$ cat src/rtl/riscv_pkg.sv
// Shared RV32I decode definitions: opcodes, immediate formats, result
// select, ALU operation codes, decoded control bundle and small helpers.
package riscv_pkg;

    typedef enum logic [6:0] {
        OP_RTYPE  = 7'b0110011,
        OP_IALU   = 7'b0010011,
        OP_LOAD   = 7'b0000011,
        OP_STORE  = 7'b0100011,
        OP_BRANCH = 7'b1100011,
        OP_JAL    = 7'b1101111,
        OP_LUI    = 7'b0110111
    } opcode_t;

    typedef enum logic [2:0] {
        IMM_I = 3'b000,
        IMM_S = 3'b001,
        IMM_B = 3'b010,
        IMM_J = 3'b011,
        IMM_U = 3'b100
    } imm_src_t;

    typedef enum logic [1:0] {
        RES_ALU = 2'b00,
        RES_MEM = 2'b01,
        RES_PC4 = 2'b10
    } result_src_t;

    typedef enum logic [2:0] {
        ALU_ADD = 3'b000,
        ALU_SUB = 3'b001,
        ALU_AND = 3'b010,
        ALU_OR  = 3'b011,
        ALU_XOR = 3'b100,
        ALU_SLT = 3'b101,
        ALU_SLL = 3'b110,
        ALU_SRL = 3'b111
    } alu_ctrl_t;

    typedef struct packed {
        logic        reg_write;
        logic        mem_write;
        logic        jump;
        logic        branch;
        logic        alu_src;
        result_src_t result_src;
        alu_ctrl_t   alu_ctrl;
        imm_src_t    imm_src;
        logic        illegal;
    } ctrl_t;

    typedef struct packed {
        logic      legal;
        alu_ctrl_t op;
    } alu_dec_t;

    // ALU operation for R-type/I-ALU from funct3; funct7[5] only matters
    // for R-type, where it is legal solely as the add->sub selector.
    function automatic alu_dec_t alu_decode(input logic [2:0] funct3,
                                            input logic       funct7_5,
                                            input logic       is_rtype);
        alu_dec_t d;
        d.legal = 1'b1;
        d.op    = ALU_ADD;
        case (funct3)
            3'b000:  d.op = (is_rtype && funct7_5) ? ALU_SUB : ALU_ADD;
            3'b001:  d.op = ALU_SLL;
            3'b010:  d.op = ALU_SLT;
            3'b100:  d.op = ALU_XOR;
            3'b101:  d.op = ALU_SRL;
            3'b110:  d.op = ALU_OR;
            3'b111:  d.op = ALU_AND;
            default: d.legal = 1'b0;
        endcase
        if (is_rtype && funct7_5 && (funct3 != 3'b000)) begin
            d.legal = 1'b0;
        end
        return d;
    endfunction

    // Sign-extended immediate for the selected instruction format.
    function automatic logic [31:0] imm_extend(input logic [31:0] instr,
                                               input imm_src_t    src);
        logic [31:0] imm;
        case (src)
            IMM_I:   imm = {{20{instr[31]}}, instr[31:20]};
            IMM_S:   imm = {{20{instr[31]}}, instr[31:25], instr[11:7]};
            IMM_B:   imm = {{19{instr[31]}}, instr[31], instr[7],
                            instr[30:25], instr[11:8], 1'b0};
            IMM_J:   imm = {{11{instr[31]}}, instr[31], instr[19:12],
                            instr[20], instr[30:21], 1'b0};
            IMM_U:   imm = {instr[31:12], 12'b0};
            default: imm = '0;
        endcase
        return imm;
    endfunction

endpackage

$ cat src/rtl/register_file.sv
// 32-entry register file: two asynchronous read ports, one synchronous
// write port, x0 hard-wired to zero, synchronous clear on rst.
// Optional DECODE_WB_BYPASS_EN: a read of the register being written this
// cycle returns the write data (write-through).
module register_file
    import riscv_pkg::*;
#(
    parameter int XLEN       = 32,
    parameter int REG_ADDR_W = 5
) (
    input  logic                  clk,
    input  logic                  rst,
    input  logic [REG_ADDR_W-1:0] addr1,
    input  logic [REG_ADDR_W-1:0] addr2,
    output logic [XLEN-1:0]       rd1,
    output logic [XLEN-1:0]       rd2,
    input  logic                  we,
    input  logic [REG_ADDR_W-1:0] waddr,
    input  logic [XLEN-1:0]       wdata
);

    localparam int unsigned DEPTH = 2 ** REG_ADDR_W;

    logic [XLEN-1:0] regs [DEPTH];
    logic            wr_en;

    assign wr_en = we && (waddr != '0);

    // Synchronous clear on reset, otherwise write any register except x0.
    always_ff @(posedge clk) begin
        if (rst) begin
            for (int unsigned i = 0; i < DEPTH; i++) begin
                regs[i] <= '0;
            end
        end else if (wr_en) begin
            regs[waddr] <= wdata;
        end
    end

    // Asynchronous read ports; x0 always reads zero.
    always_comb begin
        rd1 = (addr1 == '0) ? '0 : regs[addr1];
        rd2 = (addr2 == '0) ? '0 : regs[addr2];
`ifdef DECODE_WB_BYPASS_EN
        if (wr_en && (addr1 == waddr)) begin
            rd1 = wdata;
        end
        if (wr_en && (addr2 == waddr)) begin
            rd2 = wdata;
        end
`endif
    end

endmodule

$ cat src/rtl/decode_cycle.sv
// RV32I decode stage: control decode, register read, immediate extension
// and the ID/EX pipeline register (priority rst > FlushE > StallE > load).
// Build option DECODE_WB_BYPASS_EN enables write-through in register_file.
module decode_cycle
    import riscv_pkg::*;
#(
    parameter int XLEN       = 32,
    parameter int REG_ADDR_W = 5
) (
    input  logic                  clk,
    input  logic                  rst,
    input  logic [31:0]           InstrD,
    input  logic [XLEN-1:0]       PCD,
    input  logic [XLEN-1:0]       PCPlus4D,
    input  logic                  RegWriteW,
    input  logic [REG_ADDR_W-1:0] RDW,
    input  logic [XLEN-1:0]       ResultW,
    input  logic                  FlushE,
    input  logic                  StallE,
    output logic                  RegWriteE,
    output logic                  MemWriteE,
    output logic                  JumpE,
    output logic                  BranchE,
    output logic                  ALUSrcE,
    output logic [1:0]            ResultSrcE,
    output logic [2:0]            ALUControlE,
    output logic [XLEN-1:0]       RD1E,
    output logic [XLEN-1:0]       RD2E,
    output logic [XLEN-1:0]       ImmExtE,
    output logic [XLEN-1:0]       PCE,
    output logic [XLEN-1:0]       PCPlus4E,
    output logic [REG_ADDR_W-1:0] Rs1E,
    output logic [REG_ADDR_W-1:0] Rs2E,
    output logic [REG_ADDR_W-1:0] RdE,
    output logic                  ValidE,
    output logic                  IllegalE
);

    typedef struct packed {
        logic                  reg_write;
        logic                  mem_write;
        logic                  jump;
        logic                  branch;
        logic                  alu_src;
        result_src_t           result_src;
        alu_ctrl_t             alu_ctrl;
        logic                  illegal;
        logic                  valid;
        logic [XLEN-1:0]       rd1;
        logic [XLEN-1:0]       rd2;
        logic [XLEN-1:0]       imm;
        logic [XLEN-1:0]       pc;
        logic [XLEN-1:0]       pc4;
        logic [REG_ADDR_W-1:0] rs1;
        logic [REG_ADDR_W-1:0] rs2;
        logic [REG_ADDR_W-1:0] rd;
    } idex_t;

    logic [REG_ADDR_W-1:0] rs1_d;
    logic [REG_ADDR_W-1:0] rs2_d;
    logic [REG_ADDR_W-1:0] rd_d;
    logic [2:0]            funct3;
    logic                  funct7_5;
    logic [XLEN-1:0]       rf_rd1;
    logic [XLEN-1:0]       rf_rd2;
    ctrl_t                 dec;
    alu_dec_t              ad;
    idex_t                 idex_d;
    idex_t                 idex_q;

    assign rs1_d    = InstrD[19:15];
    assign rs2_d    = InstrD[24:20];
    assign rd_d     = InstrD[11:7];
    assign funct3   = InstrD[14:12];
    assign funct7_5 = InstrD[30];

    register_file #(
        .XLEN       (XLEN),
        .REG_ADDR_W (REG_ADDR_W)
    ) u_register_file (
        .clk   (clk),
        .rst   (rst),
        .addr1 (rs1_d),
        .addr2 (rs2_d),
        .rd1   (rf_rd1),
        .rd2   (rf_rd2),
        .we    (RegWriteW),
        .waddr (RDW),
        .wdata (ResultW)
    );

    // Main decoder: opcode plus funct3/funct7[5] to control bundle.
    always_comb begin
        dec = '0;
        ad  = '{legal: 1'b1, op: ALU_ADD};
        case (opcode_t'(InstrD[6:0]))
            OP_RTYPE: begin
                ad            = alu_decode(funct3, funct7_5, 1'b1);
                dec.reg_write = 1'b1;
                dec.alu_ctrl  = ad.op;
                dec.illegal   = !ad.legal;
            end
            OP_IALU: begin
                ad            = alu_decode(funct3, funct7_5, 1'b0);
                dec.reg_write = 1'b1;
                dec.alu_src   = 1'b1;
                dec.alu_ctrl  = ad.op;
                dec.imm_src   = IMM_I;
                dec.illegal   = !ad.legal;
            end
            OP_LOAD: begin
                dec.reg_write  = 1'b1;
                dec.alu_src    = 1'b1;
                dec.result_src = RES_MEM;
                dec.imm_src    = IMM_I;
            end
            OP_STORE: begin
                dec.mem_write = 1'b1;
                dec.alu_src   = 1'b1;
                dec.imm_src   = IMM_S;
            end
            OP_BRANCH: begin
                dec.branch   = 1'b1;
                dec.alu_ctrl = ALU_SUB;
                dec.imm_src  = IMM_B;
            end
            OP_JAL: begin
                dec.reg_write  = 1'b1;
                dec.jump       = 1'b1;
                dec.result_src = RES_PC4;
                dec.imm_src    = IMM_J;
            end
            OP_LUI: begin
                dec.reg_write = 1'b1;
                dec.alu_src   = 1'b1;
                dec.imm_src   = IMM_U;
            end
            default: dec.illegal = 1'b1;
        endcase
        if (dec.illegal) begin
            dec         = '0;
            dec.illegal = 1'b1;
        end
    end

    // Next ID/EX contents when the stage loads a new instruction.
    always_comb begin
        idex_d            = '0;
        idex_d.reg_write  = dec.reg_write;
        idex_d.mem_write  = dec.mem_write;
        idex_d.jump       = dec.jump;
        idex_d.branch     = dec.branch;
        idex_d.alu_src    = dec.alu_src;
        idex_d.result_src = dec.result_src;
        idex_d.alu_ctrl   = dec.alu_ctrl;
        idex_d.illegal    = dec.illegal;
        idex_d.valid      = 1'b1;
        idex_d.rd1        = rf_rd1;
        idex_d.rd2        = rf_rd2;
        idex_d.imm        = imm_extend(InstrD, dec.imm_src);
        idex_d.pc         = PCD;
        idex_d.pc4        = PCPlus4D;
        idex_d.rs1        = rs1_d;
        idex_d.rs2        = rs2_d;
        idex_d.rd         = rd_d;
    end

    // ID/EX pipeline register: reset and flush both produce a bubble.
    always_ff @(posedge clk) begin
        if (rst || FlushE) begin
            idex_q <= '0;
        end else if (!StallE) begin
            idex_q <= idex_d;
        end
    end

    assign RegWriteE   = idex_q.reg_write;
    assign MemWriteE   = idex_q.mem_write;
    assign JumpE       = idex_q.jump;
    assign BranchE     = idex_q.branch;
    assign ALUSrcE     = idex_q.alu_src;
    assign ResultSrcE  = idex_q.result_src;
    assign ALUControlE = idex_q.alu_ctrl;
    assign RD1E        = idex_q.rd1;
    assign RD2E        = idex_q.rd2;
    assign ImmExtE     = idex_q.imm;
    assign PCE         = idex_q.pc;
    assign PCPlus4E    = idex_q.pc4;
    assign Rs1E        = idex_q.rs1;
    assign Rs2E        = idex_q.rs2;
    assign RdE         = idex_q.rd;
    assign ValidE      = idex_q.valid;
    assign IllegalE    = idex_q.illegal;

endmodule

$ cat config.mk
export PLATFORM = sky130hd
export DESIGN_NAME = decode_cycle
export DESIGN_NICKNAME = d
export VERILOG_FILES = /design/src/rtl/riscv_pkg.sv /design/src/rtl/register_file.sv /design/src/rtl/decode_cycle.sv
export SDC_FILE = /design/constraint.sdc
export NUM_CORES = 2
export LEC_CHECK = 0
export CAP_MARGIN = 20
export CORE_UTILIZATION = 50
export DETAILED_ROUTE_END_ITERATION = 16
export HOLD_SLACK_MARGIN = 0.1
export PLACE_DENSITY = 0.68
export SYNTH_ARGS = -nofsm -noshare
export SYNTH_HDL_FRONTEND = slang
export SYNTH_SLANG_ARGS = --single-unit
$ cat constraint.sdc
create_clock -name clk -period 2.61 [get_ports clk]
set_input_delay 0.522 -clock clk [delete_from_list [all_inputs] [get_ports clk]]
set_output_delay 0.522 -clock clk [all_outputs]
set_load 0.02 [all_outputs]
## Word-level counts from Yosys, hierarchy flattened

Memories as Yosys holds them, arrays and structs flattened.
Index checks and enable logic that the tools add are counted.

| storage, ports and cells | value |
|---|---|
| register bits after elaboration | 187 |
| latch bits | 0 |
| bits in writable memories | 1,024 |
| bits in read-only memories | 0 |
| output and inout bits | 187 |
| word-level logic and storage cells | 79 |
| memories | 1 |

Memory list:

| name | words | bits a word | rd ports | clocked after Yosys merged registers in | wr ports | line | text |
|---|---|---|---|---|---|---|---|
| u_register_file.regs | 32 | 32 | 2 | 0 | 32 | register_file.sv:24 | `logic [XLEN-1:0] regs [DEPTH];` |

| cells by class | value |
|---|---|
| $add $sub $neg | 0 |
| multipliers | 0 |
| div/mod/pow operators | 0 |
| order comparisons | 0 |
| eq/ne operators | 17 |
| shifts and indexed selects | 0 |
| mux-type cells | 28 |
| bitwise gates (word level) | 0 |
| reduce and logical (&&, ||, !) cells | 16 |

Operator list:

| operator | count |
|---|---|
| 32-bit case mux with 5 select lines | 1 |
| 32-bit 2-to-1 mux | 3 |
| 32-bit OR reduction | 1 |
| 7-bit by 6-bit equality test with 1-bit output, second input constant | 3 |
| 3-bit case mux with 7 select lines | 1 |
| 3-bit case mux with 6 select lines | 1 |
| 1-bit 2-to-1 mux | 16 |
| 3-bit equality test, second input constant | 5 |
| 7-bit equality test, second input constant | 2 |
| 14-bit 2-to-1 mux | 1 |
| 3-bit case mux with 4 select lines | 1 |
| 5-bit zero test | 2 |
| 5-bit OR reduction | 2 |
| 3-bit by 2-bit equality test with 1-bit output, second input constant | 3 |
| 3-bit case mux with 3 select lines | 1 |
| 7-bit by 2-bit equality test with 1-bit output, second input constant | 1 |
| 7-bit by 5-bit equality test with 1-bit output, second input constant | 1 |
| 7-bit OR reduction | 1 |
| 3-bit by 1-bit equality test with 1-bit output, second input constant | 2 |
| 3-bit zero test | 2 |
| 5-bit 2-to-1 mux | 1 |
| 5-bit nonzero test | 1 |
| 2-bit case mux with 2 select lines | 1 |
| 4-bit OR reduction | 1 |
| other kinds (5) | 7 |

## Depth between registers and ports, before layout

| depth | value |
|---|---|
| word-level depth | 10 |
| depth in mapped cells | 9 |
| gate-level depth less buffers | 5 |

## Cells and area by module

From an unflattened synthesis, not the netlist that was laid out.

| second synthesis, totals | value |
|---|---|
| cells, all modules | 4,191 |
| area, all modules | 61,138.6 sq um |

By module, submodules not included:

| module | instances | cells each | area each (sq um) |
|---|---|---|---|
| register_file | 1 | 3,502 | 54,253.3 |
| decode_cycle | 1 | 689 | 6,885.4 |

## Worst setup path after synthesis

Ideal clock, no wire load.

| path | value |
|---|---|
| path kind | input-to-reg |
| from | input port InstrD[20] |
| to | register idex_q (netlist bit RD2E[21]) |
| library setup time | 117 ps |
| data arrival time | 2,068 ps |
| path slack | 425 ps |
| stages | 7 |
| path through | buf_2 -> buf_6 -> buf_2 -> mux4_2 -> mux2i_1 -> o211ai_1 -> a22o_1 |

| on the way | value |
|---|---|
| word-level cells in the longest chain between the ends | 2 |
| elaborated cells on any way between the ends | 3 |
| those cells by class | mux (1); reduce/logical (1); memory (1) |

Ends and longest elaborated chain:

| item | line | text |
|---|---|---|
| from (decl) | decode_cycle.sv:12 | `input logic [31:0] InstrD,` |
| memory 32 x 32 bit / 5-bit zero test (equally long branches) | -- |  |
| 32-bit 2-to-1 mux * | register_file.sv:43 | `rd2 = (addr2 == '0) ? '0 : regs[addr2];` |
| to (signal assigned) | decode_cycle.sv:173 | `idex_q <= idex_d;` |
| to (decl) | decode_cycle.sv:69 | `idex_t idex_q;` |

Every way passes the cells marked *; elsewhere a longest branch is shown, timed or not.
A chain may end at the register's enable or synchronous reset.

## Worst setup path in the final report

| path | value |
|---|---|
| from | register idex_q (netlist bit RD1E[0]) |
| to | output port RD1E[0] |

RTL lines:

| item | line | text |
|---|---|---|
| to (decl) | decode_cycle.sv:27 | `output logic [XLEN-1:0] RD1E,` |

No word-level cell between the ends.

==> run_results.csv <==
group,metric,value,unit
clock_network,max-clock-path-buffers,3,
clock_network,clock_sink_total,1210,
placed_design,dp_hpwl,133000,um
sta,max_slew_margin,35.4,%
clock_network,tritoncts_clock_tree,"yes",
power,p_leak,27.4,nW
sta,rsz0062_at_grt,"no",
grt,via_count_of_the_first_global_routing_pass,42000,
final_layout,final_area,0.0751,mm^2
synthesis,synth_top_flop_cell,"sky130_fd_sc_hd__edfxtp_1",
power,cellPowerDensity,630,mW/mm^2
critical_path,cp-start-kind,"flop",
placed_design,place.detailed.instances,6545,
floorplan,placeableCoreArea,0.124,mm^2
synthesis,synth_simple_gate_area_share,13.3,%
critical_path,worst_path_largest_cell_delay,690,ps
final_layout,syn_to_final_growth,20.4,%
drt,drt_iter0_markers,5082,
placed_design,placer_congestion_estimate,0.903,
placed_design,placement_stage_worst_setup_slack,-218,ps
critical_path,end_kind,"primary output",
synthesis,post_synth_instance_area,0.0623,mm^2
critical_path,critPathArrivalTime,2030,ps
drt,vias,42500,
critical_path,cp.buffers_inverters,1,
clock_network,cts_made_buffers,135,
drt,drt_wl_total,195000,um
sta,worst_pin_slew,967,ps
floorplan,die-height,355,um
sta,fin_crit_sh,97.8,%
min_path,worstHoldPathType,"in -> reg",
critical_path,worst_path_dominant_cell_family,"buffers and inverters",
synthesis,post-synth-top-area-fraction,49.3,%
synthesis,async_reset_ff_share,0,%
clock_network,cts_resized,0,
floorplan,floorplan.die_area,0.126,mm^2
sta,hold_violations,0,
final_layout,finalNetCount,5183,
outcome,run_status,"finished clean",
floorplan,initial_core_util,50.4,%
final_layout,num-fill-cells,9433,
sta,max_freq,392,MHz
synthesis,ys_seq_elements,1210,
drt,detail_route.vias_per_cell,6.26,
sta,final.setup.tns,0,ps
synthesis,yosys.area_share.xor_xnor,0.0281,%
power,ir_drop,638,uV
drt,first_pass_iters,6,
synthesis,synth_area_per_cell,13.6,um^2
sta,worst_slack,57.5,ps
critical_path,crit_fanout,3,
floorplan,num_io_pins,325,
grt,grt_overflow_total,0,
synthesis,synth_edf_count,1024,
synthesis,synth_top_area_cell,"sky130_fd_sc_hd__edfxtp_1",
synthesis,ys_warn_count,0,
min_path,min-delay-start,"StallE",
drt,drt_drc_violations_left,0,
synthesis,multiplexer_area_fraction_after_synthesis,21.3,%
synthesis,synth_top_cells_by_area,"sky130_fd_sc_hd__edfxtp_1 49%, sky130_fd_sc_hd__mux4_2 14%, sky130_fd_sc_hd__and2_1 10%, sky130_fd_sc_hd__mux2i_1 7.4%, sky130_fd_sc_hd__dfxtp_1 6.0%",
critical_path,critPathLaunch,"RD1E[0]",
critical_path,worstPathCellList,"clkdlybuf4s50_1",
synthesis,synth_compound_area_share,6.56,%
sta,final_period_minus_worst_setup_slack,2550,ps
placed_design,detailed_place.area,0.0708,mm^2
placed_design,port_buffers,324,
floorplan,die_width,355,um
synthesis,synth_commonest_cells,"1024 x sky130_fd_sc_hd__edfxtp_1, 992 x sky130_fd_sc_hd__and2_1, 462 x sky130_fd_sc_hd__mux2i_1, 384 x sky130_fd_sc_hd__mux4_2, 306 x sky130_fd_sc_hd__clkbuf_1",
sta,setup_violating_endpoint_count_in_the_final_report,0,
synthesis,ys_types,54,
critical_path,start_of_the_worst_register_to_register_path,"u_register_file.regs[1][29]",
drt,wl_per_cell,28.7,um
synthesis,adder_cell_area_share_of_the_yosys_netlist,0,%
flow_run,total_of_max_cap_violations,0,
synthesis,count_leader_synth,"sky130_fd_sc_hd__edfxtp_1",
grt,grt_first_pass_wirelength,282000,um
synthesis,synth-seq-area-share,55.3,%
synthesis,postSynthCellCount,4583,
clock_network,clk_transition_reported_paths,60,ps
final_layout,final_non_filler_cells,6793,
clock_network,holdBufCountCts,0,
clock_network,post_cts_buffers,0,
synthesis,synth_top_family_by_area,"multiplexers",
floorplan,rows,129,
critical_path,critical_path_class,"reg -> out",
final_layout,utilization,60.7,%
clock_network,htree_num_levels,4,
critical_path,critical_path_cell_with_the_highest_stage_delay,"sky130_fd_sc_hd__clkdlybuf4s50_1",
grt,grtUsageTotal,30.6,%
sta,clock_skew,30.5,ps
drt,drtAntennaViolNets,0,
final_layout,drive_gt1_share,21.5,%
clock_network,worstSkewPairLatency,770,ps
grt,antenna_found_initial,3,
critical_path,worst-endpoint-required,2090,ps
sta,report.final.slew_viol_count,0,
clock_network,clockRootBuffer,"sky130_fd_sc_hd__clkbuf_16",
grt,largest_net_degree_at_the_start_of_global_routing,126,
## routing by layer
layer | GRT usage, % | share of wire (%) | vias up
li1 | - | - | 18200
met3 | 5.67 | 9.6 | 396
met2 | 49.7 | 48 | 2407
met5 | 0 | 0 | -
met1 | 40.2 | 38 | 21500
met4 | 13.7 | 4.8 | 0
## per-stage QoR
| stage | hold WS, ps | power (mW) |
|---|---|---|
| finish | 225 | 47.3 |
| global route | 200 | 48.6 |
| CTS | 188 | 47.4 |
| detailed placement | 443 | 29.1 |
| global placement | 436 | 28.9 |
| floorplan | 526 | 26.1 |
## path summary, 6_finish.rpt
| kind | endpoint | slack [ps] | depth (start not counted) |
|---|---|---|---|
| max | RD1E[0] | 60 | 1 |
| min | ALUControlE[1] | 220 | 4 |
| max reg2reg | RD2E[29] | 590 | 5 |
| min reg2reg | ValidE | 450 | 2 |
## logic make-up (layout without fill, tap and decap cells)
| logic type | Yosys count | count (layout) |
|---|---|---|
| xor+xnor | 2 | 2 |
| flops | 1210 | 1210 |
| mux | 847 | 847 |
| compound gates | 603 | 603 |
| other cells | 1 | 33 |
| simple gates | 1441 | 1441 |
| buf+inv | 479 | 1020 |
## power breakdown
| group | switching [mW] | internal, mW |
|---|---|---|
| Combinational | 3.35 | 2.86 |
| Clock | 8.05 | 10.5 |
| Sequential | 0.598 | 21.9 |
## registers in the layout, indices dropped and copies added, names as in the netlist
name and cells:
RdE 5, PCPlus4E 32, Rs1E 5, ImmExtE 32
ALUControlE 3, RD1E 32, ValidE 1, BranchE 1
IllegalE 1, PCE 32, MemWriteE 1, ALUSrcE 1
RegWriteE 1, Rs2E 5, ResultSrcE 2, RD2E 32
u_register_file.regs 1024
## tightest hold or removal path, cell delays in order
cell and delay [ps]:
sky130_fd_sc_hd__clkbuf_8 130, sky130_fd_sc_hd__nor4_1 80, sky130_fd_sc_hd__nand4_1 120, sky130_fd_sc_hd__a21oi_1 70
## final cells by class
class                   instances  area, um^2  share of cell area, %
flip-flops and latches       1210       34500                   45.9
clock inverters                62         523                  0.697
diodes                          1        2.50                0.00333
repair buffers                769        8320                   11.1
well taps                    1637        2050                   2.73
clock buffers                 185        3750                   5.00
inverters                       4        15.0                 0.0200
multi-input cells            2925       25900                   34.5
## placed cells by master (no fill, tap or decap), drive strengths merged, types with 2 or more instances in the layout
cell	Yosys	layout
or2	35	35
a221oi	55	55
and2	992	992
clkdlybuf4s50	0	314
conb	1	32
inv	4	14
mux2i	462	462
clkbuf	306	188
a21oi	183	183
nor2	201	201
a211oi	65	65
o21ai	15	15
clkinvlp	0	4
a211o	8	8
nand3	3	3
nand4	2	2
buf	169	452
a31oi	2	2
o22ai	129	129
dfxtp	186	186
nor2b	71	71
nand3b	2	2
clkinv	0	45
nand2b	10	10
a22oi	3	3
nand2	97	97
a311oi	15	15
edfxtp	1024	1024
nor4	6	6
nor3	8	8
mux4	384	384
nor3b	9	9
o211a	8	8
a32oi	3	3
bufinv	0	3
o211ai	50	50
a22o	64	64
(Power assumes the default switching activity.)
